## src/rtl/spi_flash_pkg.sv

```systemverilog
// Shared types and constants for the dual-port SPI NOR flash read controller.
package spi_flash_pkg;

  typedef enum logic [2:0] {
    IDLE,
    CMD,
    ADDR,
    DUMMY,
    DATA,
    DONE
  } spi_rd_state_e;

  localparam logic [7:0] SPI_CMD_READ      = 8'h03;
  localparam logic [7:0] SPI_CMD_FAST_READ = 8'h0B;
  localparam int         SPI_ADDR_W        = 24;
  localparam int         SPI_WORD_W        = 32;

  // The serial stream arrives first byte in the top byte; the word wants it in [7:0].
  function automatic logic [SPI_WORD_W-1:0] spi_word_from_stream(input logic [SPI_WORD_W-1:0] s);
    return {s[7:0], s[15:8], s[23:16], s[31:24]};
  endfunction

endpackage

```

## src/rtl/spi_rr_arb2.sv

```systemverilog
// Two-way round-robin grant with last-grant memory; grants only while enabled.
module spi_rr_arb2 (
  input  logic       clk,
  input  logic       reset,
  input  logic       enable,
  input  logic [1:0] req_valid,
  output logic [1:0] grant
);

  logic last_grant_reg;

  always_comb begin
    grant = 2'b00;
    if (enable) begin
      if (req_valid == 2'b11) begin
        grant = last_grant_reg ? 2'b01 : 2'b10;
      end else begin
        grant = req_valid;
      end
    end
  end

  // A grant always coincides with an accept, so it is the update condition.
  always_ff @(posedge clk or posedge reset) begin
    if (reset) begin
      last_grant_reg <= 1'b1;
    end else if (grant[0]) begin
      last_grant_reg <= 1'b0;
    end else if (grant[1]) begin
      last_grant_reg <= 1'b1;
    end
  end

endmodule

```

## src/rtl/spi_flash_rd_arb.sv

```systemverilog
// Read-only SPI (mode 0) flash controller shared by two word requesters.
// SPI_FLASH_FAST_READ_EN selects FAST READ (0x0B) with 8 dummy clocks.
module spi_flash_rd_arb
  import spi_flash_pkg::*;
#(
  parameter int CLK_DIV = 2,
  parameter int CS_IDLE = 4
) (
  input  logic                  clk,
  input  logic                  reset,
  input  logic                  req0_valid,
  output logic                  req0_ready,
  input  logic [SPI_ADDR_W-1:0] req0_addr,
  output logic                  rsp0_valid,
  output logic [SPI_WORD_W-1:0] rsp0_data,
  input  logic                  req1_valid,
  output logic                  req1_ready,
  input  logic [SPI_ADDR_W-1:0] req1_addr,
  output logic                  rsp1_valid,
  output logic [SPI_WORD_W-1:0] rsp1_data,
  output logic                  spi_clk,
  output logic                  spi_cs,
  output logic                  spi_mosi,
  input  logic                  spi_miso,
  output logic                  busy
);

  localparam int DIV_W = (CLK_DIV > 1) ? $clog2(CLK_DIV) : 1;
  localparam int CSI_W = (CS_IDLE > 1) ? $clog2(CS_IDLE) : 1;
  localparam logic [DIV_W-1:0] DIV_RELOAD = DIV_W'(CLK_DIV - 1);
  localparam logic [CSI_W-1:0] CSI_RELOAD = CSI_W'(CS_IDLE - 1);
`ifdef SPI_FLASH_FAST_READ_EN
  localparam logic [7:0] RD_CMD = SPI_CMD_FAST_READ;
`else
  localparam logic [7:0] RD_CMD = SPI_CMD_READ;
`endif

  spi_rd_state_e         state_reg;
  logic                  spi_clk_reg;
  logic                  cs_reg;
  logic                  mosi_reg;
  logic [DIV_W-1:0]      div_reg;
  logic [5:0]            bit_reg;
  logic [CSI_W-1:0]      done_reg;
  logic [31:0]           tx_reg;
  logic [SPI_WORD_W-1:0] rx_reg;
  logic                  id_reg;

  logic [1:0]            grant;
  logic                  accept;
  logic                  finish;
  logic [SPI_ADDR_W-1:0] addr_sel;
  logic                  unused_addr_lsbs;

  spi_rr_arb2 u_arb (
    .clk       (clk),
    .reset     (reset),
    .enable    (state_reg == IDLE),
    .req_valid ({req1_valid, req0_valid}),
    .grant     (grant)
  );

  assign accept           = |grant;
  assign addr_sel         = grant[1] ? req1_addr : req0_addr;
  assign unused_addr_lsbs = ^{req0_addr[1:0], req1_addr[1:0]};

  // Transaction ends on the falling spi_clk edge that follows the 32nd data bit.
  assign finish = (state_reg == DATA) && (div_reg == '0) && spi_clk_reg && (bit_reg == 6'd32);

  always_ff @(posedge clk or posedge reset) begin
    if (reset) begin
      state_reg   <= IDLE;
      spi_clk_reg <= 1'b0;
      cs_reg      <= 1'b1;
      mosi_reg    <= 1'b0;
      div_reg     <= '0;
      bit_reg     <= '0;
      done_reg    <= '0;
      tx_reg      <= '0;
      rx_reg      <= '0;
      id_reg      <= 1'b0;
    end else begin
      case (state_reg)
        IDLE: begin
          if (accept) begin
            id_reg    <= grant[1];
            cs_reg    <= 1'b0;
            mosi_reg  <= RD_CMD[7];
            tx_reg    <= {RD_CMD[6:0], addr_sel[23:2], 2'b00, 1'b0};
            div_reg   <= DIV_RELOAD;
            bit_reg   <= '0;
            state_reg <= CMD;
          end
        end
        DONE: begin
          if (done_reg == '0) begin
            state_reg <= IDLE;
          end else begin
            done_reg <= done_reg - 1'b1;
          end
        end
        default: begin
          if (div_reg != '0) begin
            div_reg <= div_reg - 1'b1;
          end else begin
            div_reg <= DIV_RELOAD;
            if (!spi_clk_reg) begin
              spi_clk_reg <= 1'b1;
              bit_reg     <= bit_reg + 6'd1;
              if (state_reg == DATA) begin
                rx_reg <= {rx_reg[SPI_WORD_W-2:0], spi_miso};
              end
              case (state_reg)
                CMD: begin
                  if (bit_reg == 6'd7) begin
                    state_reg <= ADDR;
                    bit_reg   <= '0;
                  end
                end
                ADDR: begin
                  if (bit_reg == 6'd23) begin
`ifdef SPI_FLASH_FAST_READ_EN
                    state_reg <= DUMMY;
`else
                    state_reg <= DATA;
`endif
                    bit_reg   <= '0;
                  end
                end
                DUMMY: begin
                  if (bit_reg == 6'd7) begin
                    state_reg <= DATA;
                    bit_reg   <= '0;
                  end
                end
                default: ;
              endcase
            end else begin
              spi_clk_reg <= 1'b0;
              if (finish) begin
                cs_reg    <= 1'b1;
                mosi_reg  <= 1'b0;
                done_reg  <= CSI_RELOAD;
                state_reg <= DONE;
              end else begin
                // Drained bits shift in as zeros, which also covers the dummy phase.
                mosi_reg <= tx_reg[31];
                tx_reg   <= {tx_reg[30:0], 1'b0};
              end
            end
          end
        end
      endcase
    end
  end

  genvar gi;
  generate
    for (gi = 0; gi < 2; gi++) begin : g_rsp
      logic                  valid_reg;
      logic [SPI_WORD_W-1:0] data_reg;

      always_ff @(posedge clk or posedge reset) begin
        if (reset) begin
          valid_reg <= 1'b0;
          data_reg  <= '0;
        end else begin
          valid_reg <= finish && (id_reg == 1'(gi));
          if (finish && (id_reg == 1'(gi))) begin
            data_reg <= spi_word_from_stream(rx_reg);
          end
        end
      end
    end
  endgenerate

  assign req0_ready = grant[0];
  assign req1_ready = grant[1];
  assign rsp0_valid = g_rsp[0].valid_reg;
  assign rsp0_data  = g_rsp[0].data_reg;
  assign rsp1_valid = g_rsp[1].valid_reg;
  assign rsp1_data  = g_rsp[1].data_reg;
  assign spi_clk    = spi_clk_reg;
  assign spi_cs     = cs_reg;
  assign spi_mosi   = mosi_reg;
  assign busy       = (state_reg != IDLE);

endmodule

```

## config.mk

```make
export PLATFORM = sky130hd
export DESIGN_NAME = spi_flash_rd_arb
export DESIGN_NICKNAME = d
export VERILOG_FILES = /design/src/rtl/spi_flash_pkg.sv /design/src/rtl/spi_rr_arb2.sv /design/src/rtl/spi_flash_rd_arb.sv
export SDC_FILE = /design/constraint.sdc
export NUM_CORES = 1
export LEC_CHECK = 0
export ABC_AREA = 1
export BUFFER_PORTS_ARGS = -buffer_cell sky130_fd_sc_hd__buf_2
export CORE_ASPECT_RATIO = 1.25
export CORE_MARGIN = 2
export CORE_UTILIZATION = 60
export DETAILED_ROUTE_END_ITERATION = 10
export GPL_TIMING_DRIVEN = 0
export PLACE_DENSITY = 0.86
export SYNTH_ARGS = -nofsm -noshare
export SYNTH_HDL_FRONTEND = slang
export SYNTH_SLANG_ARGS = --single-unit
```

## constraint.sdc

```tcl
create_clock -name clk -period 11.18 [get_ports clk]
set_clock_uncertainty 0.1 [all_clocks]
set_input_delay 0.559 -clock clk [delete_from_list [all_inputs] [get_ports clk]]
set_output_delay 0.559 -clock clk [all_outputs]
set_load 0.005 [all_outputs]
```

==> summary.txt <==
Global routing
  – Largest net degree at the start of global routing: 84
  – Vias in the first global route: 5752
  – First-pass GRT wire length: 27400 um
  – GRT Total Usage: 29.3%
  – Antenna violations before repair: 0
  – Grt ovf: 0

Placement
  – Buffers on Ports: 120
  – Pre-CTS setup slack: 9070 ps
  – DP Wirelength: 11200 um
  – Final RePlAce weighted congestion: 0.905

Power and ir drop
  – Pwr/cell area: 256 nW/um^2
  – Post-layout power: 2.04 mW
  – Max rail drop VDD: 0.135 mV
  – Pleak: 4.40 nW

Final layout
  – Layout cells sized above 1: 22.6%
  – # nets final: 960
  – Finished Core Util: 75.2%
  – Layout area overhead: 22.8%
  – # diodes: 0
  – Filler instances: 732

CTS
  – Clock buffer depth: 2
  – Postcts setup bufs: 0
  – Clock root cell: clkbuf_16
  – CTS buffer count: 17
  – Number of gates resized after CTS: 0
  – Clock Latency Late Sink: 420 ps
  – Clock Sinks: 144
  – CTS H-tree depth: 4
  – CTS tree: yes
  – CTS clock-pin slew for the worst setup and hold paths: 60 ps
  – Hold_buf cts: 0

Worst setup path
  – Slowest CP cell: dfrtp_1
  – Worst-path fanout max: 10
  – Critical Path Start: state_reg[0]
  – Crit-path max cell delay: 350 ps
  – Reg-to-reg startpoint: bit_reg[0]
  – Critical Path RT: 10520 ps
  – Crit-path leading delay family: buffers and inverters
  – CP most frequent cell: buf_4
  – Crit path kind: reg -> out
  – Worst path bufs/invs: 5
  – Critical path arrival: 1840 ps
  – Setup crit end kind: primary output
  – Cells along the critical path: buf_4, nor2_4, nand2_4, inv_2, buf_4, nand3_1, inv_1, buf_2
  – Startpoint Class: flip-flop

Die
  – Core area: 10600 um^2
  – Die X: 96.9 um
  – Rows: 42
  – IO Pins: 125
  – Initial core utilization: 61.3%
  – Die area: 11600 um^2
  – Die height: 120 um

STA
  – Endpoints failing hold: 0
  – RSZ-0062 raised after global routing: no
  – Post-route setup slack: 8680 ps
  – Fin crit share: 22.4%
  – Worst-margin pin slew: 565 ps
  – F_max: 400 MHz
  – Minimum clock period: 2500 ps
  – Fin. max-slew vios: 0
  – Setup violations, final: 0
  – Slew HR: 62.3%
  – TNS Setup: 0 ps

Yosys
  – Synth Cell Area: 6470 um^2
  – Top cells by instance count after synthesis: nand2_1, dfrtp_1, o21ai_0
  – Synth Area in Adders: 0.580%
  – Synth Warn #: 0
  – Sequential area share after synthesis: 55.7%
  – Top cell type's share of synthesized area: 54.9%
  – Most frequent cell after synthesis: nand2_1
  – Post-synth net total: 820
  – Post-synthesis xor/xnor area fraction: 0.135%
  – Synthesized flop and latch total: 144
  – Compound-gate portion of the synthesized area: 13.6%
  – Post-synthesis cell count: 764
  – Ys async rst share: 100%
  – Most used DFF post-synth: dfrtp_1
  – EDFF count, synth: 0
  – Yosys cell types: 28
  – Largest family of logic cells by synthesized area: simple AND/OR/NAND/NOR gates
  – Area leader, netlist: dfrtp_1
  – Post-Syn Area per Cell: 8.47 um^2
  – Synth Area in Simple Gates: 23.2%
  – Synth area leaders: dfrtp_1, nand2_1, o21ai_0, nand3_1, inv_1
  – Post-synthesis mux area share: 0%

Drt
  – Vias: 5780
  – Drt initial violations: 423
  – Drt drc: 0
  – Wirelength, routed: 16200 um
  – Routed vias/inst: 5.51
  – Wirelength per Cell: 15.5 um
  – Final ANT Viol Nets: 0
  – Drt first pass iters: 5

Status
  – Status: finished, final reports clean

Min path
  – Worst min path class: in -> async

Job
  – Max Cap Viol: 0
path summary, 6_finish.rpt:
path / end / slack (ps) / depth (start not counted)
max: req1_ready / 8680 / 8
min: tx_reg[11] / 120 / 2
max reg2reg: rsp1_data[26] / 9040 / 9
min reg2reg: spi_cs / 360 / 2
max in group asynchronous: rx_reg[23] / 10070 / 3
min in group clk: rx_reg[0] / 270 / 3
where the power goes:
part | internal [mW] | total [mW] | switching (mW) | leakage, nW
clock network | 0.440 | 0.653 | 0.213 | 0.321
logic | 0.216 | 0.624 | 0.409 | 2.16
registers | 0.656 | 0.759 | 0.103 | 1.92
total | 1.31 | 2.04 | 0.724 | 4.40
per-layer routing:
metal	share of wire, %	GRT usage, %	vias up
met4	3.4	15.0	0
met2	50	48.8	228
met5	0	0	-
met1	40	36.4	2748
met3	5.9	6.12	47
li1	-	-	2757
worst register-to-register path, stage by stage (launching register included):
cell      delay, ps
dfrtp_1         410
inv_1           110
ha_1            160
nand2_1          50
nor2_1          170
nand3_4         190
buf_2           260
clkbuf_1        230
o21ai_0         220
nand2_1         110
cell usage in the layout, fill, tap and decap left out, drive strengths merged:
cell type	netlist	layout
xnor2	1	1
nand4	3	3
bufinv	0	7
a21oi	29	29
a22oi	1	1
nand2	254	254
ha	3	3
dfstp	2	2
clkinvlp	0	2
o21ai	135	135
o21bai	1	1
clkbuf	20	41
nand3	59	59
nor3	1	1
buf	25	146
clkinv	0	2
dfrtp	142	142
nor2	40	40
inv	48	48
area by class of cell:
class,instances,area [um^2],share of cell area (%)
plain buffers,45,253,3.18
clock buffers,21,440,5.54
clock inverters,11,235,2.96
inverters,48,185,2.33
multi-input cells,527,2430,30.6
flip-flops and latches,144,3610,45.4
well taps,132,165,2.08
repair buffers,121,628,7.91
metrics by stage:
| stage | cell area [um^2] | hold slack [ps] | instances |
|---|---|---|---|
| finish | 7940 | 118 | 1049 |
| global route | 7940 | 169 | 1049 |
| CTS | 7940 | 133 | 1049 |
| detailed placement | 7270 | 354 | 1017 |
| global placement | 7240 | 351 | 1016 |
| floorplan | 6470 | 337 | 764 |
cells by family after synthesis:
| logic type | count (synthesis) |
|---|---|
| AOI/OAI and AO/OA | 166 |
| buffers and inverters | 93 |
| adders and majority gates | 3 |
| xor gates and xnor gates | 1 |
| DFF | 144 |
| and+or+nand+nor | 357 |
No activity file was read; power rests on OpenSTA's default activity.
